### config.mk
export PLATFORM = sky130hd
export DESIGN_NAME = usb_asp_spi_target_flat
export DESIGN_NICKNAME = d
export VERILOG_FILES = /design/src/rtl/usb_asp_spi_target_if.sv /design/src/rtl/usb_asp_spi_target.sv /design/src/flat_wrapper.sv
export SDC_FILE = /design/constraint.sdc
export NUM_CORES = 1
export LEC_CHECK = 0
export ABC_CLOCK_PERIOD_IN_PS = 2800
export BUFFER_PORTS_ARGS = -buffer_cell sky130_fd_sc_hd__buf_2
export CAP_MARGIN = 10
export CORE_MARGIN = 3
export CORE_UTILIZATION = 39
export CTS_CLUSTER_DIAMETER = 150
export DETAILED_ROUTE_END_ITERATION = 12
export GPL_TIMING_DRIVEN = 1
export SYNTH_ARGS = -nofsm -noshare
export SYNTH_HDL_FRONTEND = slang
export SYNTH_SLANG_ARGS = --single-unit
### constraint.sdc
create_clock -name clk -period 2.8 [get_ports clk]
set_input_delay 0.28 -clock clk [delete_from_list [all_inputs] [get_ports clk]]
set_output_delay 0.28 -clock clk [all_outputs]
set_load 0.02 [all_outputs]
### src/rtl/usb_asp_spi_target_if.sv
// SPI pin bundle between the bridge-side master and the emulated target.
// master drives SCK/CSn/MOSI; slave (target) drives MISO and its output enable.
interface usb_asp_spi_target_if;
  logic spi_clk;
  logic spi_csn;
  logic spi_mosi;
  logic spi_miso;
  logic spi_miso_oe;

  modport master (
    output spi_clk, spi_csn, spi_mosi,
    input  spi_miso, spi_miso_oe
  );

  modport slave (
    input  spi_clk, spi_csn, spi_mosi,
    output spi_miso, spi_miso_oe
  );
endinterface

### src/rtl/usb_asp_spi_target.sv
// SPI target (mode 3) with WRITE/READ/READ_ID against a byte RAM.
// Ports: clk, reset, spi (pins), rx_byte/rx_valid, host_addr/host_rdata, busy.
module usb_asp_spi_target #(
  parameter int         DEPTH = 32,
  parameter logic [7:0] ID0   = 8'hEF,
  parameter logic [7:0] ID1   = 8'h40,
  parameter logic [7:0] ID2   = 8'h16
) (
  input  logic                     clk,
  input  logic                     reset,
  usb_asp_spi_target_if.slave      spi,
  output logic [7:0]               rx_byte,
  output logic                     rx_valid,
  input  logic [$clog2(DEPTH)-1:0] host_addr,
  output logic [7:0]               host_rdata,
  output logic                     busy
);
  localparam int AW = $clog2(DEPTH);

  typedef enum logic [2:0] {
    IDLE, CMD, ADDR_RD, ADDR_WR,
    RD_DATA, WR_DATA, ID, IGNORE
  } state_t;

  state_t state, state_next;

  logic [1:0] sck_sy, csn_sy, mosi_sy;
  logic       sck_q, csn_q;
  logic       sck_s, csn_s, mosi_s;
  logic       sck_rise, sck_fall;
  logic       csn_rise, csn_fall;

  logic [2:0]    bit_cnt;
  logic [6:0]    rx_sr;
  logic [7:0]    tx, tx_next;
  logic [7:0]    byte_in;
  logic          byte_done;
  logic [AW-1:0] ptr, ptr_next, rd_addr;
  logic [1:0]    id_idx, id_next;
  logic          we;
  logic          miso_q, oe_q;
  logic [7:0]    rd_data;

  logic [7:0] mem [DEPTH];

  assign sck_s  = sck_sy[1];
  assign csn_s  = csn_sy[1];
  assign mosi_s = mosi_sy[1];

  // CSn chain resets to "selected" so a frame already in
  // progress at reset release is not mistaken for a new one.
  always_ff @(posedge clk or posedge reset) begin
    if (reset) begin
      sck_sy  <= 2'b11;
      csn_sy  <= 2'b00;
      mosi_sy <= 2'b00;
      sck_q   <= 1'b1;
      csn_q   <= 1'b0;
    end else begin
      sck_sy  <= {sck_sy[0], spi.spi_clk};
      csn_sy  <= {csn_sy[0], spi.spi_csn};
      mosi_sy <= {mosi_sy[0], spi.spi_mosi};
      sck_q   <= sck_s;
      csn_q   <= csn_s;
    end
  end

  assign sck_rise = sck_s & ~sck_q;
  assign sck_fall = ~sck_s & sck_q;
  assign csn_rise = csn_s & ~csn_q;
  assign csn_fall = ~csn_s & csn_q;

  assign byte_in   = {rx_sr, mosi_s};
  assign byte_done = (state != IDLE) & ~csn_rise & ~csn_fall
                   & sck_rise & (bit_cnt == 3'd7);

  assign rd_addr = (state == ADDR_RD) ? byte_in[AW-1:0] : ptr;
  assign rd_data = mem[rd_addr];

  always_comb begin
    state_next = state;
    tx_next    = 8'hFF;
    ptr_next   = ptr;
    id_next    = id_idx;
    we         = 1'b0;
    unique case (state)
      CMD: begin
        unique case (byte_in)
          8'h02:   state_next = ADDR_WR;
          8'h03:   state_next = ADDR_RD;
          8'h9F: begin
            state_next = ID;
            tx_next    = ID0;
            id_next    = 2'd1;
          end
          default: state_next = IGNORE;
        endcase
      end
      ADDR_WR: begin
        ptr_next   = byte_in[AW-1:0];
        state_next = WR_DATA;
      end
      ADDR_RD: begin
        ptr_next   = byte_in[AW-1:0] + 1'b1;
        tx_next    = rd_data;
        state_next = RD_DATA;
      end
      WR_DATA: begin
        we       = byte_done;
        ptr_next = ptr + 1'b1;
      end
      RD_DATA: begin
        tx_next  = rd_data;
        ptr_next = ptr + 1'b1;
      end
      ID: begin
        if (id_idx == 2'd1) begin
          tx_next = ID1;
          id_next = 2'd2;
        end else if (id_idx == 2'd2) begin
          tx_next = ID2;
          id_next = 2'd3;
        end
      end
      default: ;
    endcase
  end

  // Falling edges after the first of a byte advance MISO;
  // the first bit is already on the pin from the reload.
  always_ff @(posedge clk or posedge reset) begin
    if (reset) begin
      state    <= IDLE;
      bit_cnt  <= 3'd0;
      rx_sr    <= 7'd0;
      tx       <= 8'hFF;
      miso_q   <= 1'b1;
      oe_q     <= 1'b0;
      rx_byte  <= 8'd0;
      rx_valid <= 1'b0;
      ptr      <= '0;
      id_idx   <= 2'd0;
    end else begin
      rx_valid <= 1'b0;
      if (csn_rise) begin
        state   <= IDLE;
        bit_cnt <= 3'd0;
        miso_q  <= 1'b1;
        oe_q    <= 1'b0;
      end else if (csn_fall) begin
        state   <= CMD;
        bit_cnt <= 3'd0;
        tx      <= 8'hFF;
        miso_q  <= 1'b1;
        oe_q    <= 1'b1;
      end else if (state != IDLE) begin
        if (sck_fall && bit_cnt != 3'd0) begin
          tx     <= {tx[6:0], 1'b1};
          miso_q <= tx[6];
        end
        if (sck_rise) begin
          rx_sr   <= byte_in[6:0];
          bit_cnt <= bit_cnt + 3'd1;
          if (bit_cnt == 3'd7) begin
            rx_byte  <= byte_in;
            rx_valid <= 1'b1;
            tx       <= tx_next;
            miso_q   <= tx_next[7];
            state    <= state_next;
            ptr      <= ptr_next;
            id_idx   <= id_next;
          end
        end
      end
    end
  end

  always_ff @(posedge clk) begin
    if (we) mem[ptr] <= byte_in;
  end

  always_ff @(posedge clk or posedge reset) begin
    if (reset) host_rdata <= 8'd0;
    else       host_rdata <= mem[host_addr];
  end

  assign spi.spi_miso    = miso_q;
  assign spi.spi_miso_oe = oe_q;
  assign busy            = (state != IDLE);
endmodule
### src/flat_wrapper.sv
// flat-port wrapper written by rule: the top's interface ports become plain ports
module usb_asp_spi_target_flat 
#(
  parameter int         DEPTH = 32,
  parameter logic [7:0] ID0   = 8'hEF,
  parameter logic [7:0] ID1   = 8'h40,
  parameter logic [7:0] ID2   = 8'h16
)
  (clk, reset, rx_byte, rx_valid, host_addr, host_rdata, busy, spi_spi_clk, spi_spi_csn, spi_spi_mosi, spi_spi_miso, spi_spi_miso_oe);
  usb_asp_spi_target_if spi_i ();
  input  logic clk;
  input  logic reset;
  output logic [7:0] rx_byte;
  output logic rx_valid;
  input  logic [$clog2(DEPTH)-1:0] host_addr;
  output logic [7:0] host_rdata;
  output logic busy;
  input wire logic [$bits(spi_i.spi_clk)-1:0] spi_spi_clk;
  input wire logic [$bits(spi_i.spi_csn)-1:0] spi_spi_csn;
  input wire logic [$bits(spi_i.spi_mosi)-1:0] spi_spi_mosi;
  output wire logic [$bits(spi_i.spi_miso)-1:0] spi_spi_miso;
  output wire logic [$bits(spi_i.spi_miso_oe)-1:0] spi_spi_miso_oe;
  assign spi_i.spi_clk = spi_spi_clk;
  assign spi_i.spi_csn = spi_spi_csn;
  assign spi_i.spi_mosi = spi_spi_mosi;
  assign spi_spi_miso = spi_i.spi_miso;
  assign spi_spi_miso_oe = spi_i.spi_miso_oe;
  usb_asp_spi_target #(.DEPTH(DEPTH), .ID0(ID0), .ID1(ID1), .ID2(ID2)) u_core (.clk(clk), .reset(reset), .spi(spi_i), .rx_byte(rx_byte), .rx_valid(rx_valid), .host_addr(host_addr), .host_rdata(host_rdata), .busy(busy));
endmodule
==> results.md <==
- Clock sinks: 310
- DR WL/cell: 29.04 um
- Leakage: 6.134 nW
- RR Startpoint: u_core.bit_cnt[0]
- Hold path endpoint: u_core.host_rdata[5]
- Max_slew headroom: 29.78%
- RSZ-0062 raised after global routing: false
- Capturing element type of the critical path: flop
- Register area share after synthesis: 58.45%
- Syn_nets: 1,077
- Die Y: 205.3 um
- Comb power frac: 21.0%
- Top cell type's share of synthesized area: 49.64%
- Worst Path Max Fanout: 7
- Reg-to-Reg End: u_core.tx[1]
- Synth Warn #: 0
- Global route overflow: 0
- Final ANT Viol Nets: 0
- Via density per instance: 6.296
- Root buffer cell: clkbuf_16
- Post-CTS setup buffers: 0
- CTS Buffer Depth: 3
- DIE WIDTH: 205.3 um
- Port Buffer Count: 29
- Mapped cell area: 0.01549 mm2
- Critical path launch point type: flop
- Final setup TNS: 0 ps
- Synth unique cells: 66
- Synth async-reset ratio: 17.42%
- Area contributors post-synth: edfxtp_1 50%, mux4_2 14%, dfrtp_1 6.9%, mux2i_1 5.0%, mux2_2 2.9%
- NetSw: 0.003876 W
- Commonest non-fill, non-tap cells in the layout: 256 x edfxtp_1, 96 x mux4_2, 88 x nand2_1
- TritonCTS Buffers: 35
- Average size of a mapped cell: 14.62 um2
- Cell Int Power: 0.009143 W
- Critical path class: flop to flop
- Routed Wire Length: 49.20 mm
- PD cells: 723.2 mW/mm2
- Initial antenna violation count: 0
- Clock transition at the registers of the reported paths: 60 ps
- Flop2flop setup slack: 90 ps
- Hold wc startpoint: host_addr[4]
- Initial DRC Count: 1,246
- I/O Pins: 30
- # rows: 72
- Cell taking the most area after synthesis: edfxtp_1
- Peak VDD IR: 0.4268 mV
- Seq pwr share: 43.8%
- GRT Overall Usage: 23.51%
- Fmax: 368.9 MHz
- Gpl congestion: 1.027
- DRC: 0
- Final setup viols: 0
- Final Cycle Share: 96.81%
- Reg2reg path depth: 8
- Required @ worst endpoint: 3250 ps
- Synthesized flop and latch total: 310
- First-pass GRT wire length: 72.47 mm
- Share of cells above drive strength 1: 29.51%
- CP startpoint: u_core.bit_cnt[0]
- Worst Clk Skew: 26.46 ps
- Slew Viols, Final: 0
- Final Hold Vio Count: 0
- Sw Ratio: 29.77%
- Final Core Density: 46.26%
- Max-cap violations: 0
- Largest net degree at the start of global routing: 53
- N_diodes: 0
- Commonest non-fill, non-tap cell in the layout: edfxtp_1
- Starting Density: 39.80%
- Area Overhead vs Synth: 16.24%
- H-tree levels: 2
- Die footprint: 0.04214 mm2
- Status: completed
- CTS tree: yes
- Layout net count: 1,169
- Post-Syn Instances: 1,059
- Vias post-DR: 10,670
- Core area: 0.03892 mm2
- Clk_lat worst skew: 540 ps
- DRT Pass-1 Iters: 5
- Synth Flop Type: edfxtp_1
- Hold Crit Depth: 2
- Hold Path Class: input port to flop
- EDFF count, synth: 256
- Fin crit period: 2711 ps
- Critical path arrival: 3160 ps
- Post-DP HPWL: 34.88 mm
- Clk network pwr share: 35.2%
- Worst Tran Pin Value: 1051 ps
- Fill cells: 3,431
- Number of global-route vias before repair: 10,470
[metal layers]
layer | part of all wire [%] | global-route usage, %
met4 | 4.2 | 8.689
met5 | 0 | 0
met1 | 42 | 32.98
met3 | 9.3 | 5.316
met2 | 45 | 36.05
[sequential cells by signal, indices dropped and copies added (netlist names)]
signal	flops
u_core.sck_q	1
u_core.tx	7
u_core.spi.spi_miso_oe	1
u_core.spi.spi_miso	1
u_core.csn_sy	2
u_core.state	3
u_core.id_idx	2
u_core.sck_sy	2
u_core.bit_cnt	3
u_core.mosi_sy	2
u_core.ptr	5
u_core.mem	256
u_core.host_rdata	8
u_core.csn_q	1
u_core.rx_valid	1
u_core.rx_sr	7
u_core.rx_byte	8
[power groups by stage]
stage	Sequential (W)	Combinational [W]	Clock, W
after floorplan	0.00597	0.00132	0
after global placement	0.00578	0.00267	0
after detailed placement	0.00579	0.00269	0
after CTS	0.00570	0.00270	0.00466
after global routing	0.00571	0.00289	0.00485
final	0.00570	0.00273	0.00459
[timing repair]
item | in CTS | in global routing
gates resized for setup | 0 | 3
hold buffers | 4 | 0
setup endpoints to repair | 0 | 33
endpoints found under the hold margin | 34 | 0
[cell type report]
class,count,area [um2],area share [%]
repair buffers,129,1084,6.019
clock buffers,43,947.2,5.261
inverters,21,78.83,0.4379
multi-input cells,654,5997,33.31
well taps,518,648.1,3.600
clock inverters,19,192.7,1.070
flip-flops and latches,310,9055,50.30
[synth_stat cells (all sizes together), types with 3 or more instances]
library cell	n
edfxtp	256
mux4	96
nand2	89
nor2	79
mux2i	78
buf	49
dfrtp	43
mux2	40
a211oi	29
nand3	26
clkbuf	25
inv	21
o21ai	21
a21oi	15
nor3	13
o31ai	13
nand4	12
nor4	12
dfstp	11
a32oi	10
a221oi	9
nor2b	9
nor3b	9
o22a	9
ha	8
or2	8
a22oi	7
nand3b	7
nand2b	6
o21bai	6
a2111oi	5
a211o	4
a31oi	4
o2111ai	4
a21o	3
o211ai	3
[worst max path at each step]
stage / endpoint / slack, ps / cells past startpoint
after floorplan: u_core.ptr[2] / 370 / 8
after global placement: u_core.mem[28][5] / 40 / 9
after detailed placement: u_core.mem[28][3] / 70 / 9
after CTS: u_core.mem[28][5] / 50 / 9
after global routing: u_core.tx[4] / 10 / 8
final: u_core.tx[1] / 90 / 8
[worst max-delay path, stage by stage (launching register included)]
cell      delay, ps
dfrtp_1         380
inv_1            60
ha_1            190
nor2b_1         180
or2_0           430
a221oi_2        710
o22a_1          320
nand3_1         110
o31ai_1         260
[through the flow]
| stage | hold WS, ps | total power, W | cell area, um2 | cells | setup slack (ps) |
|---|---|---|---|---|---|
| after floorplan | 284.5 | 0.007294 | 15490 | 1059 | 370.3 |
| after global placement | 344.5 | 0.008446 | 16810 | 1628 | 42.43 |
| after detailed placement | 344.8 | 0.008484 | 16810 | 1628 | 69.99 |
| after CTS | 186.6 | 0.01306 | 17990 | 1694 | 46.80 |
| after global routing | 214.3 | 0.01346 | 18000 | 1694 | 9.897 |
| final | 208.5 | 0.01302 | 18000 | 1694 | 89.19 |
[cell families (layout without fill, tap and decap cells)]
kind of cell | Yosys count | in the layout | synth area share (%)
AOI/OAI and AO/OA | 153 | 153 | 7.295
and+or+nand+nor | 279 | 279 | 8.669
adders and majority gates | 8 | 8 | 0.6463
muxes | 214 | 214 | 21.99
buffers and inverters | 95 | 212 | 2.949
DFF | 310 | 310 | 58.45
(Power assumes the default switching activity.)
